$ cat src/rtl/obi_arbiter.sv
// Two-to-one OBI arbiter: instruction fetch and load/store share one memory port.
// Round-robin with request locking; an ID FIFO routes each response back to its issuer.
module obi_arbiter #(
    parameter int unsigned ADDR_WIDTH      = 32,
    parameter int unsigned DATA_WIDTH      = 32,
    parameter int unsigned MAX_OUTSTANDING = 2
) (
    input  logic                    clk,
    input  logic                    rst_n,

    input  logic                    instr_req_i,
    input  logic [ADDR_WIDTH-1:0]   instr_addr_i,
    output logic                    instr_gnt_o,
    output logic                    instr_rvalid_o,
    output logic [DATA_WIDTH-1:0]   instr_rdata_o,

    input  logic                    data_req_i,
    input  logic [ADDR_WIDTH-1:0]   data_addr_i,
    input  logic                    data_we_i,
    input  logic [DATA_WIDTH/8-1:0] data_be_i,
    input  logic [DATA_WIDTH-1:0]   data_wdata_i,
    output logic                    data_gnt_o,
    output logic                    data_rvalid_o,
    output logic [DATA_WIDTH-1:0]   data_rdata_o,

    output logic                    mem_req_o,
    output logic [ADDR_WIDTH-1:0]   mem_addr_o,
    output logic                    mem_we_o,
    output logic [DATA_WIDTH/8-1:0] mem_be_o,
    output logic [DATA_WIDTH-1:0]   mem_wdata_o,
    input  logic                    mem_gnt_i,
    input  logic                    mem_rvalid_i,
    input  logic [DATA_WIDTH-1:0]   mem_rdata_i
);

    typedef enum logic {
        SRC_INSTR = 1'b0,
        SRC_DATA  = 1'b1
    } src_e;

    localparam int unsigned PTR_W = (MAX_OUTSTANDING > 1) ? $clog2(MAX_OUTSTANDING) : 1;
    localparam int unsigned CNT_W = $clog2(MAX_OUTSTANDING + 1);
    localparam logic [CNT_W-1:0] MAX_CNT  = CNT_W'(MAX_OUTSTANDING);
    localparam logic [PTR_W-1:0] LAST_PTR = PTR_W'(MAX_OUTSTANDING - 1);

    src_e             sel;
    src_e             head_id;
    src_e             last_grant_q, last_grant_d;
    src_e             lock_src_q, lock_src_d;
    logic             locked_q, locked_d;
    logic [CNT_W-1:0] count_q, count_d;
    logic [PTR_W-1:0] wr_ptr_q, wr_ptr_d;
    logic [PTR_W-1:0] rd_ptr_q, rd_ptr_d;
    logic [MAX_OUTSTANDING-1:0] fifo_q;

    logic any_req;
    logic full;
    logic accept;
    logic pop;

    function automatic logic [PTR_W-1:0] ptr_inc(input logic [PTR_W-1:0] p);
        return (p == LAST_PTR) ? '0 : p + 1'b1;
    endfunction

    // A held lock wins; otherwise a lone requester, otherwise whoever was not served last.
    always_comb begin
        sel = (last_grant_q == SRC_INSTR) ? SRC_DATA : SRC_INSTR;
        if (locked_q) begin
            sel = lock_src_q;
        end else if (instr_req_i && !data_req_i) begin
            sel = SRC_INSTR;
        end else if (data_req_i && !instr_req_i) begin
            sel = SRC_DATA;
        end
    end

    assign any_req   = instr_req_i | data_req_i;
    assign full      = (count_q == MAX_CNT);
    assign mem_req_o = any_req & ~full & rst_n;
    assign accept    = mem_req_o & mem_gnt_i;
    assign pop       = mem_rvalid_i & (count_q != '0);
    assign head_id   = src_e'(fifo_q[rd_ptr_q]);

    assign instr_gnt_o = accept & (sel == SRC_INSTR);
    assign data_gnt_o  = accept & (sel == SRC_DATA);

    always_comb begin
        mem_addr_o  = instr_addr_i;
        mem_we_o    = 1'b0;
        mem_be_o    = '1;
        mem_wdata_o = '0;
        if (sel == SRC_DATA) begin
            mem_addr_o  = data_addr_i;
            mem_we_o    = data_we_i;
            mem_be_o    = data_be_i;
            mem_wdata_o = data_wdata_i;
        end
    end

    assign instr_rvalid_o = pop & (head_id == SRC_INSTR);
    assign data_rvalid_o  = pop & (head_id == SRC_DATA);
    assign instr_rdata_o  = instr_rvalid_o ? mem_rdata_i : '0;
    assign data_rdata_o   = data_rvalid_o  ? mem_rdata_i : '0;

    // NOTE: every variable gets a default first so no path leaves it unassigned (no latch).
    always_comb begin
        count_d      = count_q;
        wr_ptr_d     = wr_ptr_q;
        rd_ptr_d     = rd_ptr_q;
        last_grant_d = last_grant_q;
        locked_d     = locked_q;
        lock_src_d   = lock_src_q;

        case ({accept, pop})
            2'b10:   count_d = count_q + 1'b1;
            2'b01:   count_d = count_q - 1'b1;
            default: count_d = count_q;
        endcase
        if (accept) wr_ptr_d = ptr_inc(wr_ptr_q);
        if (pop)    rd_ptr_d = ptr_inc(rd_ptr_q);

        // A stalled request pins the selection so the address phase stays stable.
        if (accept) begin
            last_grant_d = sel;
            locked_d     = 1'b0;
        end else if (mem_req_o) begin
            locked_d   = 1'b1;
            lock_src_d = sel;
        end else if (!any_req) begin
            locked_d = 1'b0;
        end
    end

    // NOTE: sequential state uses non-blocking assignments so all registers update together.
    always_ff @(posedge clk or negedge rst_n) begin
        if (!rst_n) begin
            count_q      <= '0;
            wr_ptr_q     <= '0;
            rd_ptr_q     <= '0;
            last_grant_q <= SRC_INSTR;
            locked_q     <= 1'b0;
            lock_src_q   <= SRC_INSTR;
        end else begin
            count_q      <= count_d;
            wr_ptr_q     <= wr_ptr_d;
            rd_ptr_q     <= rd_ptr_d;
            last_grant_q <= last_grant_d;
            locked_q     <= locked_d;
            lock_src_q   <= lock_src_d;
        end
    end

    // NOTE: ID storage is not reset; an entry is only read after it was written, gated by count.
    always_ff @(posedge clk) begin
        if (accept) fifo_q[wr_ptr_q] <= sel;
    end

endmodule
$ cat config.mk
export PLATFORM = sky130hd
export DESIGN_NAME = obi_arbiter
export DESIGN_NICKNAME = d
export VERILOG_FILES = /design/src/rtl/obi_arbiter.sv
export SDC_FILE = /design/constraint.sdc
export NUM_CORES = 1
export LEC_CHECK = 0
export CAP_MARGIN = 30
export CORE_AREA = 4 4 104 106
export DETAILED_ROUTE_END_ITERATION = 8
export DIE_AREA = 0 0 108 110
export PLACE_DENSITY = 0.63
export SYNTH_ARGS = -nofsm -noshare
export SYNTH_HDL_FRONTEND = slang
export SYNTH_SLANG_ARGS = --single-unit
$ cat constraint.sdc
create_clock -name clk -period 2.5 [get_ports clk]
set_clock_uncertainty 0.15 [all_clocks]
set_input_delay 0.25 -clock clk [delete_from_list [all_inputs] [get_ports clk]]
set_output_delay 0.25 -clock clk [all_outputs]
set_load 0.02 [all_outputs]
==> metrics.yaml, run 1 <==
antenna_found_initial: 0
period_share_pct: 98.3
post-place-ws_ns: -0.400
cts_tree: "yes"
syn_nets: 327
synthTopCellsByArea: "and2_1 40%, mux2_1 17%, dfrtp_1 12%"
grt_overflow: 0
start_util_pct: 15.5
cts_max_level: 1
insertion_delay_ns: 0.23
antennaDiodeCount: 0
final_util_pct: 47.5
ff2ff_path_depth: 7
vdd_drop_max_mv: 0.353
cp.depth: 7
area_delta_synth_final_pct: 205
p_leak_nw: 2.01
reg2reg_from: "count_q[1]$_DFFE_PN0P_"
routed_via_density: 3.99
path_clk_slew_ns: 0.05
synthCells: 187
fill_cells: 975
slew_violations: 0
crit_fanout: 5
fin_area_sq_mm: 0.00464
cpPeakStageDelay_ns: 0.38
num_vias: 2404
hp-class: "input pin to async pin"
ant_nets: 0
wire_per_inst_um: 16.0
clk_path_buf_depth: 2
fp.coreArea_sq_mm: 0.00977
firstDrtPassIters: 4
yosys.area.top_type: "and2_1"
cts_hold_buf: 0
rows: 36
worstSetupPathType: "flop to output pin"
fmax_ghz: 0.407
finalHoldViolCount: 0
placed_cells: 591
critPathMostFrequentCell: "buf_6"
rr_endpoint: "count_q[1]$_DFFE_PN0P_"
min_period_ns: 2.46
cap_violations: 0
avgSynthCellArea_sq_um: 8.12
gp_congestion: 0.799
drc: 0
critical_path.top_delay_family: "buffers and inverters"
place_area_sq_mm: 0.00451
layout.cells.non_filler: 602
worstSetupStartpointType: "flop"
setup_viol: 0
floorplan.die.height_um: 110
hold_slack_ns: 0.193
crit_slowest_cell: "dfrtp_1"
power_density_mw_per_mm2: 800
place_hpwl_um: 8290
slew-limit-headroom_pct: 81.6
worstSetupEndpointType: "output pin"
status: "finished, final reports clean"
clkSinkCount: 9
tightest_slew_ns: 0.274
tns_ns: 0
required_ns: 2.10
boundaryPins: 277
grt_max_degree: 34
synth.distinct_cells: 25
port_buffers: 276
cts-root-buf: "clkbuf_8"
nets: 610
syn_area_sq_mm: 0.00152
reg2reg_slack_ns: 0.61
layout_setup_ws_ns: 0.0420
drive_gt1_share_pct: 17.9
grt_pass1_vias: 2573
cts_buffers: 3
die-area_sq_mm: 0.0119
critPathLaunch: "last_grant_q$_DFFE_PN0N_"
synth-seq-cells: 9
worstPathArrival_ns: 2.06
drtIter0Drc: 28
critPathBufInv: 4
cp_cell_sequence: "maj3_2, mux2i_4, buf_6, buf_4, bufbuf_16, mux2_2, buf_6"
grt_use_total_pct: 14.8
total_power_mw: 3.71
yosysWarningCount: 0
yosysTopAreaCellShare_pct: 40.0
grt_pass1_wl_um: 13500
synth-seq-area-share_pct: 15.5
rsz0062_at_grt: "yes"
wl_um: 9610
die_w_um: 108
synth_stat cells:
library cell	n
a21oi_1	1
a311oi_1	1
and2_1	97
and3_1	2
buf_2	5
buf_4	1
buf_6	2
clkbuf_1	6
dfrtp_1	7
edfxtp_1	2
ha_1	1
inv_1	4
maj3_2	1
mux2_1	23
mux2_2	11
mux2i_1	2
nand2_1	1
nand2b_1	5
nor2_1	5
nor2b_1	2
nor3_2	1
nor4_1	1
o21ai_1	1
xnor2_1	4
xor2_1	1
where the power goes:
part           switching, mW  internal (mW)  total [mW]
combinational           1.52           1.75        3.27
sequential            0.0571          0.219       0.276
clock                 0.0539          0.111       0.165
final cells by class:
| class | instances | area (sq um) | area share (%) |
|---|---|---|---|
| multi-input combinational | 160 | 1220 | 26.4 |
| clock buffer | 4 | 45.0 | 0.971 |
| timing repair buffer | 292 | 2950 | 63.6 |
| sequential | 9 | 235 | 5.07 |
| inverter | 4 | 15.0 | 0.324 |
| tap | 133 | 166 | 3.59 |
registers in the layout, summed over array words and instances (netlist names):
register      cells
last_grant_q      1
wr_ptr_q          1
count_q           2
locked_q          1
rd_ptr_q          1
fifo_q            2
lock_src_q        1
cell usage in the layout (no fill, tap or decap), drive strengths merged, types with 4 or more instances in the layout:
master         instances
clkdlybuf4s50        199
and2                  97
buf                   46
mux2                  34
clkdlybuf4s15         22
dlygate4sd2           17
dfrtp                  7
nand2b                 5
nor2                   5
inv                    4
xnor2                  4
bufbuf                 4
dlymetal6s2s           4
clkbuf                 4
worst max-delay path by stage:
| stage | slack, ns | end |
|---|---|---|
| 2_1_floorplan | 0.53 | count_q[1]$_DFFE_PN0P_ |
| 3_3_place_gp | -0.38 | mem_addr_o[18] |
| 6_report | 0.04 | mem_addr_o[5] |
| 5_1_grt | -0.02 | mem_addr_o[8] |
| 3_5_place_dp | -0.40 | mem_addr_o[18] |
| 4_1_cts | -0.0008 | mem_addr_o[18] |
cell families after synthesis:
group / count (synthesis) / share of synthesized area (%)
AND/OR/NAND/NOR: 114 / 46.2
buffers and inverters: 18 / 6.09
adder cells (fa/ha/maj): 2 / 1.56
XOR/XNOR: 5 / 2.88
AO/OA/AOI/OAI: 3 / 1.24
flip-flops: 9 / 15.5
multiplexers: 36 / 26.5
layer usage:
metal,track usage [%],wire [um],vias up,part of all wire (%)
li1,-,-,1164,-
met1,13.0,2850,1054,30
met2,29.6,5080,172,53
met3,5.88,1330,14,14
met4,6.31,353,0,3.7
met5,0,0,-,0
timing repair:
action,4_1_cts,5_1_grt
cloned,4,0
resized for setup,215,18
endpoints found under the setup margin,68,39
pin swaps,0,1
setup buffers,3,0
worst reg2reg max path: stages (launching register included):
cell     delay [ns]
dfrtp_1        0.41
nor2b_1        0.17
nor3_2         0.17
buf_4          0.14
nand2_1        0.14
ha_1           0.34
nor2_1         0.15
xor2_1         0.15
Note: power is estimated with default switching activity, not from simulation.
==> run 2: changes to the inputs <==
--- a/config.mk
+++ b/config.mk
@@ -5,10 +5,11 @@
 export SDC_FILE = /design/constraint.sdc
 export NUM_CORES = 1
 export LEC_CHECK = 0
-export CAP_MARGIN = 30
+export CAP_MARGIN = 10
 export CORE_AREA = 4 4 104 106
 export DETAILED_ROUTE_END_ITERATION = 8
 export DIE_AREA = 0 0 108 110
+export GPL_ROUTABILITY_DRIVEN = 0
 export PLACE_DENSITY = 0.63
 export SYNTH_ARGS = -nofsm -noshare
 export SYNTH_HDL_FRONTEND = slang
==> results of run 2 <==
Same layout as run 1: the final DEF is identical, and so are final timing and power.
